$ cat src/rtl/seg7_scan_decoder.sv
// Monitor for a multiplexed 2-digit 7-segment bus: it synchronises seg/an, debounces each digit's dwell,
// decodes the glyphs back to BCD and emits complete unidades/decenas frames with error, rollover and timeout flags.
module seg7_scan_decoder #(
  parameter              DISPLAY_TYPE   = "ANODE_COMMON",
  parameter int unsigned STABLE_SAMPLES = 4,
  parameter int unsigned FRAME_TIMEOUT  = 100000
) (
  input  logic       clk,
  input  logic       reset,
  input  logic [6:0] seg,
  input  logic [7:0] an,
  output logic [3:0] unidades,
  output logic [3:0] decenas,
  output logic       valid,
  output logic       rollover,
  output logic       seg_error,
  output logic       timeout
);

  localparam bit          INV = (DISPLAY_TYPE == "ANODE_COMMON");
  localparam int unsigned CW  = $clog2(STABLE_SAMPLES + 1);
  localparam int unsigned TW  = $clog2(FRAME_TIMEOUT + 1);

  typedef enum logic {COLLECT, COMMIT} state_t;

  logic [6:0]    seg_s1, seg_s2;
  logic [7:0]    an_s1, an_s2;
  logic [6:0]    seg_act;
  logic [7:0]    an_act;
  logic          idx_ok;
  logic [8:0]    tup, prev_tup;
  logic [CW-1:0] cnt;
  logic          cap_v, cap_idx;
  logic [6:0]    cap_seg;
  logic [TW-1:0] tcnt;
  logic [4:0]    dec;
  logic [3:0]    u_bcd, d_bcd;
  logic          u_fresh, d_fresh;
  state_t        state;

  function automatic logic [4:0] decode(input logic [6:0] s);
    case (s)
      7'h3F: decode = {1'b1, 4'd0};
      7'h06: decode = {1'b1, 4'd1};
      7'h5B: decode = {1'b1, 4'd2};
      7'h4F: decode = {1'b1, 4'd3};
      7'h66: decode = {1'b1, 4'd4};
      7'h6D: decode = {1'b1, 4'd5};
      7'h7D: decode = {1'b1, 4'd6};
      7'h07: decode = {1'b1, 4'd7};
      7'h7F: decode = {1'b1, 4'd8};
      7'h6F: decode = {1'b1, 4'd9};
      default: decode = '0;
    endcase
  endfunction

  always_ff @(posedge clk or negedge reset) begin
    if (!reset) begin
      seg_s1 <= '0;
      seg_s2 <= '0;
      an_s1  <= '0;
      an_s2  <= '0;
    end else begin
      seg_s1 <= seg;
      seg_s2 <= seg_s1;
      an_s1  <= an;
      an_s2  <= an_s1;
    end
  end

  // Idle (no single digit selected) collapses to an all-zero tuple that is never captured.
  always_comb begin
    seg_act = INV ? ~seg_s2 : seg_s2;
    an_act  = INV ? ~an_s2 : an_s2;
    idx_ok  = (an_act[7:2] == '0) && (an_act[0] ^ an_act[1]);
    tup     = idx_ok ? {1'b1, an_act[1], seg_act} : '0;
    dec     = decode(cap_seg);
    timeout = (tcnt == TW'(FRAME_TIMEOUT));
  end

  // Down-counter reaches zero on the STABLE_SAMPLES-th identical sample, then stays there until the tuple moves.
  always_ff @(posedge clk or negedge reset) begin
    if (!reset) begin
      prev_tup <= '0;
      cnt      <= '0;
      cap_v    <= 1'b0;
      cap_idx  <= 1'b0;
      cap_seg  <= '0;
    end else begin
      cap_v <= 1'b0;
      if (tup != prev_tup) begin
        prev_tup <= tup;
        cnt      <= CW'(STABLE_SAMPLES - 1);
      end else if (cnt != '0) begin
        cnt <= cnt - 1'b1;
        if (cnt == CW'(1) && prev_tup[8]) begin
          cap_v   <= 1'b1;
          cap_idx <= prev_tup[7];
          cap_seg <= prev_tup[6:0];
        end
      end
    end
  end

  always_ff @(posedge clk or negedge reset) begin
    if (!reset) begin
      tcnt <= '0;
    end else if (cap_v) begin
      tcnt <= '0;
    end else if (!timeout) begin
      tcnt <= tcnt + 1'b1;
    end
  end

  // Capture handling comes last so a capture landing in COMMIT (or during timeout) stays fresh.
  always_ff @(posedge clk or negedge reset) begin
    if (!reset) begin
      state     <= COLLECT;
      u_bcd     <= '0;
      d_bcd     <= '0;
      u_fresh   <= 1'b0;
      d_fresh   <= 1'b0;
      unidades  <= '0;
      decenas   <= '0;
      valid     <= 1'b0;
      rollover  <= 1'b0;
      seg_error <= 1'b0;
    end else begin
      valid     <= 1'b0;
      rollover  <= 1'b0;
      seg_error <= 1'b0;
      if (timeout || state == COMMIT) begin
        u_fresh <= 1'b0;
        d_fresh <= 1'b0;
      end
      case (state)
        COLLECT: begin
          if (u_fresh && d_fresh) begin
            state    <= COMMIT;
            unidades <= u_bcd;
            decenas  <= d_bcd;
            valid    <= 1'b1;
            rollover <= (decenas == 4'd9) && (unidades == 4'd9) &&
                        (d_bcd == 4'd0) && (u_bcd == 4'd0);
          end
        end
        COMMIT: state <= COLLECT;
        default: state <= COLLECT;
      endcase
      if (cap_v) begin
        if (dec[4]) begin
          if (cap_idx) begin
            d_bcd   <= dec[3:0];
            d_fresh <= 1'b1;
          end else begin
            u_bcd   <= dec[3:0];
            u_fresh <= 1'b1;
          end
        end else begin
          seg_error <= 1'b1;
          if (cap_idx) d_fresh <= 1'b0;
          else         u_fresh <= 1'b0;
        end
      end
    end
  end

endmodule

$ cat config.mk
export PLATFORM = sky130hd
export DESIGN_NAME = seg7_scan_decoder
export DESIGN_NICKNAME = d
export VERILOG_FILES = /design/src/rtl/seg7_scan_decoder.sv
export SDC_FILE = /design/constraint.sdc
export NUM_CORES = 1
export LEC_CHECK = 0
export ABC_CLOCK_PERIOD_IN_PS = 2550
export CAP_MARGIN = 20
export CORE_ASPECT_RATIO = 1.2
export CORE_UTILIZATION = 57
export DETAILED_ROUTE_END_ITERATION = 8
export GPL_ROUTABILITY_DRIVEN = 0
export GPL_TIMING_DRIVEN = 0
export PLACE_DENSITY = 0.82
export SLEW_MARGIN = 20
export SYNTH_ARGS = -nofsm -noshare
export SYNTH_HDL_FRONTEND = slang
export SYNTH_SLANG_ARGS = --single-unit
$ cat constraint.sdc
create_clock -name clk -period 2.55 [get_ports clk]
set_input_delay 0.51 -clock clk [delete_from_list [all_inputs] [get_ports clk]]
set_output_delay 0.51 -clock clk [all_outputs]
set_load 0.05 [all_outputs]
[After elaboration in Yosys (flattened, before gate mapping)]
Index checks and enable logic that the tools add are counted.
Word-level totals
  register bits after elaboration: 90
  bits in latches: 0
  memories: 0
  input port bits: 17
  bits in writable memories: 0
  memory bits (read-only): 0
  output and inout bits: 12
Operators by class
  multipliers: 0
  reductions and logical operators: 16
  shift operators: 0
  bitwise operators: 6
  div/mod/pow operators: 0
  mux-type cells: 26
  add/sub/neg operators: 2
  equal/unequal tests: 16
  magnitude comparators: 0
Operators by type and width (number)
  5-bit case mux with 10 select lines: 1
  7-bit == test (second input constant): 7
  17-bit two-way mux: 2
  1-bit two-way mux: 19
  17-bit by 1-bit adder with 17-bit output (second input constant): 1
  17-bit == test (second input constant): 1
  7-bit by 3-bit == test with 1-bit output (second input constant): 2
  9-bit two-way mux: 1
  9-bit inequality test: 1
  3-bit AND reduction: 3
  4-bit == test (second input constant): 2
  4-bit zero test: 2
  8-bit inverter: 1
  7-bit by 6-bit == test with 1-bit output (second input constant): 1
  7-bit inverter: 1
  1-bit logical AND: 6
  6-bit zero test: 1
  3-bit two-way mux: 2
  3-bit by 1-bit == test with 1-bit output (second input constant): 1
  1-bit inverter: 3
  3-bit nonzero test: 1
  3-bit by 1-bit subtractor with 3-bit output (second input constant): 1
  2-bit by 1-bit inequality test with 1-bit output (second input constant): 1
  1-bit case mux with 2 select lines: 1
  4 further kinds: 4

[Longest topological paths before layout]
  depth in word-level cells: 7
  mapped depth: 8
  depth with buffers taken out: 7

[Worst setup path after synthesis]
Ideal clock, no wire load.
  path type: register to output
  from: reg tcnt[11]
  to: out timeout
  cell stages (with the launch flop): 4
  arrival: 1.980 ns
  setup slack: 0.060 ns
  cell sequence: dfrtp_1 > nor4_1 > nand2_1 > nor4_2
Between the ends
  word-level cells in the longest chain between the ends: 1
Ends and longest elaborated chain
  from (decl): line 35  | logic [TW-1:0] tcnt;
  from (signal assigned): line 111  | tcnt <= tcnt + 1'b1;
  17-bit == test: line 78  | timeout = (tcnt == TW'(FRAME_TIMEOUT));
  to (decl): line 17  | output logic timeout
No other way between the ends.

[Worst setup path after layout]
Ends and elaborated chain as after synthesis.

==> results.md <==
* Status: finished clean
* Synth top cells by count: dfrtp_1 (89), nor2_1 (31), nand2_1 (24), mux2_2 (22)
* Count leader, synth: dfrtp_1
* Die Span Y at around 90 µm
* Crit. End Element: primary output
* Register area share after synthesis at 0.6036
* Synth Area in Compound Gates at 0.07019
* Worst Hold Class: input pin to async pin
* Worst R2R Path Depth at 8
* Yosys top cell area share at 0.6036
* Relative slew slack at 0.4408
* Max VDD drop at between 400 and 500 µV
* GR Util met1 at 0.2228
* Crit path launch type: flop
* I/O Buffers at 28
* RSZ-0062 raised after global routing: yes
* Number of max-cap violations at 0
* Fin worst setup slack at around 0.072 ns
* DR pass1 iterations at 5
* ANT cells at 0
* Congestion Overflow GR at 0
* Clk buf depth at 2
* Number of DRC markers in iteration 0 at 109
* Worst EP arrival at around 2.0 ns
* Internal power at approximately 2 mW
* Overall via count from detail_route at 2403
* Share of cells above drive strength 1 at 0.1662
* Yosys top cell by area: dfrtp_1
* Final Non-Filler Cells at 437
* Sequential Power Share at 0.565
* Core area at approximately 6100 µm²
* Finished Core Util at 0.7064
* Met3 usage at 0.03924
* Gr usage total at 0.1960
* Die span in x at 75.45 µm
* Rows at 31
* Reg2reg end: cap_idx
* Adder-Cell Fraction of Synth Area at 0.01695
* Drt drc at 0
* Fmax at 0.4036 GHz
* Htree depth at 3
* Finished layout cell area at between 4000 and 5000 µm²
* Final HPWL DP at ~4200 µm
* Switching share of power at 0.2841
* CTS Buf Count at 9
* Filler cells at between 400 and 500
* Vias in the first global route at between 2000 and 2500
* Met2 Use GR at 0.3363
* Syn Area/Cell at 11.98 µm²
* Clock root cell: clkbuf_8
* Largest family of logic cells by synthesized area: simple AND/OR/NAND/NOR gates
* Die ar. at 6800 µm²
* Fin nets at about 370
* Drt via density at 5.499
* Yosys Warn Count at 0
* Pre-CTS setup slack at -0.3163 ns
* Worst skew pair latency at 0.36 ns
* Cell count after synthesis at 308
* Area post-placement at 4098 µm²
* P_leak at around 2.0 nW
* Synth Cell Area at 3690 µm²
* Final period utilization at 0.9716
* Largest net degree at the start of global routing at 53
* R2R setup slack at approximately 0.15 ns
* Antenna violations before repair at 0
* CTS tree: done
* Initial Util at 0.6021
* Top FF cell, synth: dfrtp_1
* Number of placed cells counting well taps at between 400 and 500
* Clk_skew at approximately 0.010 ns
* Slew of the pin with the lowest slew margin at ~0.83 ns
* Clock network fraction of total power at 0.312
* Critical R2R Launch: an_s2[0]
* Critical Path RT at roughly 2.0 ns
* Main area contributors after synthesis: dfrtp_1 (60%), mux2_2 (6.7%), nor2_1 (3.2%)
* FFs w/ async S/R, synth at 1.000
* Post-synthesis net count at between 300 and 400
* Busiest grt layer: met2
* Overall Power at 2.871 mW
* Pwr Density at between 600 and 700 nW/µm²
* Mux share of post-synthesis cell area at 0.07257
* CTS clock-pin slew for the worst setup and hold paths at about 0.09 ns
* Synth Area in XOR/XNOR at 0.03323
* Wirelength, routed at 5962 µm
* Routed Antenna Nets at 0
* Global-route wire length before repair at between 10000 and 15000 µm
* Fin. max-slew vios at 0
* #FFs+latches synth at ~90
* Combinational Power Share at 0.123
* Crit Path Class: flop to primary output
* Count of different cell masters after synthesis at 52
* Critical-path maximum fanout at 6
* Min cycle time layout at roughly 2.5 ns
* Synth-to-Final Area Change at 17.33%
* Clock sink count at between 80 and 90
* Post-Synth Simple-Gate Area at 0.1624
* Wire length per cell at 13.64 µm
* Number of synthesized flops with an enable pin at 0
* CP endpoint: timeout
* Crit path launch: tcnt[11]
* Boundary Pins at 29
* P_sw at roughly 800 µW
* Endpoints failing hold at 0
* Final setup vio count at 0
-- sequential cells by signal (all words and copies together), names as in the netlist --
| name | flops |
|---|---|
| an_s1 | 8 |
| an_s2 | 8 |
| cap_idx | 1 |
| cap_seg | 7 |
| cap_v | 1 |
| cnt | 3 |
| d_bcd | 4 |
| d_fresh | 1 |
| decenas | 4 |
| prev_tup | 9 |
| rollover | 1 |
| seg_error | 1 |
| seg_s1 | 7 |
| seg_s2 | 7 |
| state | 1 |
| tcnt | 17 |
| u_bcd | 4 |
| u_fresh | 1 |
| unidades | 4 |
-- power by group through the flow --
stage	clock network, mW	registers, mW	logic, mW
final	0.896	1.62	0.353
after global routing	0.979	1.64	0.408
after CTS	0.918	1.62	0.355
after detailed placement	0	1.64	0.345
after global placement	0	1.63	0.321
after floorplan	0	1.61	0.244
-- worst min path at each step --
stage	start	endpoint	slack, ns
6_report	reset	decenas[3]	0.11
5_1_grt	reset	decenas[3]	0.14
4_1_cts	reset	decenas[3]	0.12
3_5_place_dp	an_s1[0]	an_s2[0]	0.33
3_3_place_gp	an_s1[3]	an_s2[3]	0.33
2_1_floorplan	reset	an_s1[0]	0.21
-- through the flow --
step	hold slack, ns	TNS (ns)
final	0.1119	0
after global routing	0.1384	-0.001877
after CTS	0.1186	0
after detailed placement	0.3347	-1.376
after global placement	0.3320	-181.70
after floorplan	0.2144	0
-- routing by layer --
layer / share of wire / vias to the layer above / wire, µm
met4: 0.018 / 0 / 109
met3: 0.029 / 11 / 174
li1: - / 1174 / -
met1: 0.43 / 1166 / 2546
met2: 0.52 / 52 / 3130
met5: 0 / - / 0
-- cell usage in the layout (no fill, tap or decap), drive strengths merged, types with 3 or more instances in the layout --
master / n
nand3: 4
nand2: 24
clkdlybuf4s50: 26
nand4: 13
nor3: 3
o41ai: 4
clkbuf: 15
o22ai: 4
o21ai: 13
or3: 6
buf: 11
nor4bb: 3
nor2: 31
inv: 17
xor2: 10
clkinv: 3
and3: 4
a21oi: 9
ha: 5
nor4: 4
xnor2: 4
dfrtp: 89
nor2b: 3
mux2: 22
-- area by class of cell --
type,instances,area (µm²),area share
Sequential cell,89,2227,0.5145
Multi-Input combinational cell,193,1345,0.3107
Timing Repair Buffer,31,317.8,0.07341
Clock buffer,9,123.9,0.02861
Tap cell,82,102.6,0.02370
Buffer,12,86.33,0.01994
Inverter,14,65.06,0.01503
Clock inverter,7,61.31,0.01416
-- cells by family after synthesis --
| kind of cell | count (synthesis) |
|---|---|
| buffers and inverters | 26 |
| multiplexers | 24 |
| flip-flops | 89 |
| AO/OA/AOI/OAI | 40 |
| XOR/XNOR | 14 |
| AND/OR/NAND/NOR | 110 |
| adder cells (fa/ha/maj) | 5 |
-- timing repair --
item | CTS | global route
pin swaps | 0 | 2
buffers inserted | 0 | 2
resized for setup | 10 | 1
hold buffers | 0 | 0
endpoints found under the setup margin | 9 | 9
-- worst max-delay path, stage by stage (launching register included) --
cell and delay (ns):
dfrtp_1 0.44, nor4_1 0.29, nand2_1 0.13, nor4_4 0.46
buf_4 0.29
No activity file was read; power rests on OpenSTA's default activity.
